===== src/rtl/sample_feeder.sv =====
// sample_feeder: buffers valid/ready samples in a small FIFO and presents them
// to the accelerator's left channel under a bundled-data 4-phase req/ack handshake.
module sample_feeder #(
  parameter int DATA_WIDTH   = 8,
  parameter int FIFO_DEPTH   = 4,
  parameter int SYNC_STAGES  = 2,
  parameter int SETUP_CYCLES = 1
) (
  input  logic                        clk,
  input  logic                        rst,
  input  logic                        in_valid,
  input  logic [DATA_WIDTH-1:0]       in_data,
  output logic                        in_ready,
  output logic [DATA_WIDTH-1:0]       data_in,
  output logic                        req_left,
  input  logic                        ack_left,
  output logic [$clog2(FIFO_DEPTH):0] fifo_count,
  output logic                        busy
);

  localparam int PTR_W  = $clog2(FIFO_DEPTH);
  localparam int CNT_W  = PTR_W + 1;
  localparam int SCNT_W = (SETUP_CYCLES > 1) ? $clog2(SETUP_CYCLES) : 1;

  localparam logic [CNT_W-1:0]  DEPTH_C      = CNT_W'(FIFO_DEPTH);
  localparam logic [SCNT_W-1:0] SETUP_LAST_C = SCNT_W'(SETUP_CYCLES - 1);
  localparam logic [PTR_W-1:0]  PTR_ONE_C    = PTR_W'(1'b1);
  localparam logic [CNT_W-1:0]  CNT_ONE_C    = CNT_W'(1'b1);
  localparam logic [SCNT_W-1:0] SCNT_ONE_C   = SCNT_W'(1'b1);

  typedef enum logic [1:0] {
    ST_IDLE        = 2'd0,
    ST_SETUP       = 2'd1,
    ST_WAIT_ACK_HI = 2'd2,
    ST_WAIT_ACK_LO = 2'd3
  } state_t;

  logic [DATA_WIDTH-1:0]  mem_r [FIFO_DEPTH];
  logic [PTR_W-1:0]       wr_ptr_r;
  logic [PTR_W-1:0]       rd_ptr_r;
  logic [CNT_W-1:0]       count_r;
  logic [SYNC_STAGES-1:0] sync_r;
  state_t                 state_r;
  state_t                 state_next_s;
  logic [SCNT_W-1:0]      setup_cnt_r;
  logic [SCNT_W-1:0]      setup_cnt_next_s;
  logic [DATA_WIDTH-1:0]  data_in_r;
  logic [DATA_WIDTH-1:0]  data_next_s;
  logic                   req_r;
  logic                   req_next_s;
  logic                   busy_r;

  logic                   ack_s;
  logic                   full_s;
  logic                   empty_s;
  logic                   push_s;
  logic                   pop_s;
  logic [DATA_WIDTH-1:0]  head_s;

  // Only the last synchronizer stage may feed logic; earlier stages can be metastable.
  assign ack_s   = sync_r[SYNC_STAGES-1];
  assign full_s  = (count_r == DEPTH_C);
  assign empty_s = (count_r == {CNT_W{1'b0}});
  assign push_s  = in_valid && !full_s;
  assign head_s  = mem_r[rd_ptr_r];

  assign in_ready   = !full_s;
  assign data_in    = data_in_r;
  assign req_left   = req_r;
  assign fifo_count = count_r;
  assign busy       = busy_r;

  // ack_left synchronizer chain
  always_ff @(posedge clk) begin
    if (!rst) begin
      sync_r <= {SYNC_STAGES{1'b0}};
    end else begin
      sync_r <= {sync_r[SYNC_STAGES-2:0], ack_left};
    end
  end

  // FIFO storage, no reset needed since occupancy gates every read
  always_ff @(posedge clk) begin
    if (push_s) begin
      mem_r[wr_ptr_r] <= in_data;
    end
  end

  // FIFO pointers and occupancy
  always_ff @(posedge clk) begin
    if (!rst) begin
      wr_ptr_r <= {PTR_W{1'b0}};
      rd_ptr_r <= {PTR_W{1'b0}};
      count_r  <= {CNT_W{1'b0}};
    end else begin
      if (push_s) begin
        wr_ptr_r <= wr_ptr_r + PTR_ONE_C;
      end
      if (pop_s) begin
        rd_ptr_r <= rd_ptr_r + PTR_ONE_C;
      end
      case ({push_s, pop_s})
        2'b10:   count_r <= count_r + CNT_ONE_C;
        2'b01:   count_r <= count_r - CNT_ONE_C;
        default: count_r <= count_r;
      endcase
    end
  end

  // Handshake FSM next-state and output decode
  always_comb begin
    state_next_s     = state_r;
    setup_cnt_next_s = setup_cnt_r;
    data_next_s      = data_in_r;
    req_next_s       = req_r;
    pop_s            = 1'b0;
    case (state_r)
      ST_IDLE: begin
        // ack must be low before a new request so the previous cycle is fully closed
        if (!empty_s && !ack_s) begin
          data_next_s      = head_s;
          setup_cnt_next_s = {SCNT_W{1'b0}};
          state_next_s     = ST_SETUP;
        end else begin
          state_next_s = ST_IDLE;
        end
      end
      ST_SETUP: begin
        if (setup_cnt_r == SETUP_LAST_C) begin
          req_next_s   = 1'b1;
          state_next_s = ST_WAIT_ACK_HI;
        end else begin
          setup_cnt_next_s = setup_cnt_r + SCNT_ONE_C;
        end
      end
      ST_WAIT_ACK_HI: begin
        if (ack_s) begin
          req_next_s   = 1'b0;
          pop_s        = 1'b1;
          state_next_s = ST_WAIT_ACK_LO;
        end else begin
          req_next_s = 1'b1;
        end
      end
      ST_WAIT_ACK_LO: begin
        if (!ack_s) begin
          state_next_s = ST_IDLE;
        end else begin
          req_next_s = 1'b0;
        end
      end
      default: begin
        state_next_s = ST_IDLE;
        req_next_s   = 1'b0;
      end
    endcase
  end

  // Handshake FSM state and registered outputs
  always_ff @(posedge clk) begin
    if (!rst) begin
      state_r     <= ST_IDLE;
      setup_cnt_r <= {SCNT_W{1'b0}};
      data_in_r   <= {DATA_WIDTH{1'b0}};
      req_r       <= 1'b0;
      busy_r      <= 1'b0;
    end else begin
      state_r     <= state_next_s;
      setup_cnt_r <= setup_cnt_next_s;
      data_in_r   <= data_next_s;
      req_r       <= req_next_s;
      busy_r      <= (state_next_s != ST_IDLE);
    end
  end

endmodule


===== config.mk =====
export PLATFORM = sky130hd
export DESIGN_NAME = sample_feeder
export DESIGN_NICKNAME = d
export VERILOG_FILES = /design/src/rtl/sample_feeder.sv
export SDC_FILE = /design/constraint.sdc
export NUM_CORES = 1
export LEC_CHECK = 0
export CAP_MARGIN = 20
export CORE_ASPECT_RATIO = 0.8
export CORE_MARGIN = 2
export CORE_UTILIZATION = 34
export DETAILED_ROUTE_END_ITERATION = 16
export GPL_TIMING_DRIVEN = 0
export PLACE_DENSITY = 0.63
export SLEW_MARGIN = 40
export SYNTH_ARGS = -nofsm -noshare
export SYNTH_HDL_FRONTEND = slang
export SYNTH_SLANG_ARGS = --single-unit

===== constraint.sdc =====
create_clock -name clk -period 4.5 [get_ports clk]
set_input_delay 0.9 -clock clk [delete_from_list [all_inputs] [get_ports clk]]
set_output_delay 0.9 -clock clk [all_outputs]
set_load 0.005 [all_outputs]

==> qor.txt, run 1 <==
status = complete, no violations
Hold Path Class = reg2reg
relative slew slack = 59.0%
1st-pass router iterations = 4
Yosys warning total = 0
FF/Latch Area = 1380 µm²
mapped cell area = 2120 µm²
First DRT Iteration DRCs = 47
Crit Path Category = reg2out
Post-DP HPWL = 2.59 mm
RSZ-0062 raised after global routing = false
post_cts resized = 0
Fillers = 558
ys flop type = edfxtp_1
Nets = 189
most common cell in the synthesized netlist = edfxtp_1
number of global-route vias before repair = 1309
TritonCTS clock tree = built
Die Wd = 92.3 µm
Worst-Skew Late Latency = 300 ps
post-route ant nets = 0
initial antenna violation count = 0
cts-stage hold buffer count = 0
Placed Area = 2460 µm²
number of cell rows = 25
Final Non-Filler Cells = 249
Mapped Cells = 136
area leader, netlist = edfxtp_1
drt wl/cell = 15.4 µm
initial core utilization = 35.5%
share of cells above drive strength 1 = 15.5%
critical path's top delay family = buffers and inverters
ys async rst share = 0%
Worst Path Arrival = 1680 ps
GRT Overall Usage = 12.3%
DIE AREA = 6890 µm²
peak supply drop = 0.000145 V
Overflow after GRT = 0
core area = 5970 µm²
Die H = 74.6 µm
Root Driver = clkbuf_8
fin crit share = 57.3%
leak pwr = 0.905 nW
total number of vias = 1212
TritonCTS buffer count = 5
Critical-path top delay cell = clkdlybuf4s50_1
placed cell count = 241
Setup crit end kind = primary output
Setup TNS = 0 ps
Worst Path Max Fanout = 10
placer congestion estimate = 0.722
Post-Synthesis Mean Instance Area = 15.6 µm²
# IOs = 26
Clk pin slew, worst setup/hold paths = 90 ps
largest net degree at the start of global routing = 17
power density over the cells = 415 nW/µm²
Max clock buf depth = 2
fmax = 388 MHz
crit path launch type = register
CP max stage delay = 440 ps
register area share after synthesis = 65.1%
syn_nets = 158
area grow syn2layout = 20.2%
Slew Limit Fails = 0
top cell type's share of synthesized area = 45.3%
worst path bufs/invs = 2
worst path cell trace = or3b_1, buf_6, clkdlybuf4s50_1
# diodes = 0
first-pass GRT wire length = 6.28 mm
Max Cap Viol = 0
Tmin final = 2580 ps
final hold viol count = 0
post-route cell area = 2550 µm²
Via density = 4.87
IO Port Bufs = 24
CTS H-Tree Depth = 2
Seq cells post-synth = 53
setup repair bufs after CTS = 0
final WL = 3.84 mm
Synth top cells by count = edfxtp_1, dfxtp_1, ha_1
final setup vio count = 0
post-synthesis cell type count = 31
Post-synth EDFFs = 32
Total Power = 1.06 mW
Worst Skew = 8.85 ps
Sink Count = 53
data required time at the worst endpoint = 3600 ps
DR DRC count = 0
area occupied by multi-input gates = 676 µm²
Area contributors post-synth = edfxtp_1, dfxtp_1, mux4_2
worst-margin pin slew = 610 ps
==> path summary, 6_finish.rpt <==
path,start,end,slack (ps),cells after the start
hold / removal,sync_r[0],sync_r[1],470,1
setup reg to reg,fifo_count[2],fifo_count[2],2190,9
hold reg to reg,sync_r[0],sync_r[1],470,1
setup / recovery,fifo_count[2],in_ready,1920,3
==> cells by family (layout without fill, tap and decap cells) <==
family          Yosys count  count (layout)  synth area share, %
flops                    53              53                 65.1
fa+ha+maj                10              10                 6.25
simple gates             22              22                 6.61
xor+xnor                  4               4                 1.65
mux                       8               8                 8.50
compound gates           26              26                 8.85
buf+inv                  13              45                 3.01
==> routing by layer <==
layer | part of all wire (%) | track usage [%] | vias to the layer above
met3 | 4.1 | 3.60 | 4
met2 | 48 | 20.8 | 24
met1 | 47 | 15.2 | 613
met4 | 1.1 | 4.98 | 0
li1 | - | - | 571
met5 | 0 | 0 | -
==> stage by stage <==
| stage | hold WS, ps | util (%) | setup WS (ps) |
|---|---|---|---|
| 2_1_floorplan | 412 | - | 2170 |
| 3_3_place_gp | 425 | 41.2 | 1990 |
| 3_5_place_dp | 422 | 41.2 | 1920 |
| 4_1_cts | 466 | 42.7 | 1900 |
| 5_1_grt | 496 | 42.7 | 1860 |
| 6_report | 469 | 42.7 | 1920 |
==> worst register-to-register path: cells and delay by family (launching register included) <==
kind | cells | cell delay, ps
AOI/OAI and AO/OA | 1 | 160
xor gates and xnor gates | 1 | 170
adders and majority gates | 2 | 560
buffers and inverters | 2 | 210
DFF | 1 | 400
and+or+nand+nor | 3 | 760
==> state kept, by name (all words and copies together), names as in the netlist <==
register    count
state_r         2
mem_r          32
data_in         8
rd_ptr_r        2
busy            1
wr_ptr_r        2
fifo_count      3
req_left        1
sync_r          2
==> where the power goes <==
group | switching [mW] | internal (mW)
combinational | 0.0956 | 0.110
clock | 0.154 | 0.111
sequential | 0.0269 | 0.559
total | 0.276 | 0.780
==> cell type report <==
class                      instances  area share [%]
sequential                        53            54.2
multi-input combinational         70            26.5
timing repair buffer              24            9.43
tap                               81            3.98
clock buffer                       6            2.85
inverter                           9            1.33
buffer                             4            1.18
clock inverter                     2           0.540
==> cell usage in the layout (no fill, tap or decap), types with 2 or more instances in the layout <==
cell type,instances
buf_6,2
mux4_2,8
dfxtp_1,21
clkbuf_1,2
nand3_1,3
edfxtp_1,32
a21o_1,4
inv_1,8
clkdlybuf4s50_1,24
a22o_1,8
clkbuf_8,5
nor2_1,5
xor2_1,3
o21ai_0,4
and2_1,3
and3_2,4
ha_1,9
a21oi_1,6
Note: power is estimated with default switching activity, not from simulation.
==> inputs of run 2 (changes only) <==
Clock period 4.5 ns to 2.5 ns, I/O delays scaled along.
==> results of run 2 <==
The final DEF is identical to that of run 1. Status: complete, no violations.
Among the figures that moved: setup slack after placement 1920 ps -> 233 ps; setup slack after layout 1920 ps -> 192 ps; end point of the critical path in_ready -> fifo_count[2]; register-to-register setup slack 2190 ps -> 190 ps; total power 1.06 mW -> 1.90 mW; worst IR drop on VDD 0.000145 V -> 0.000261 V
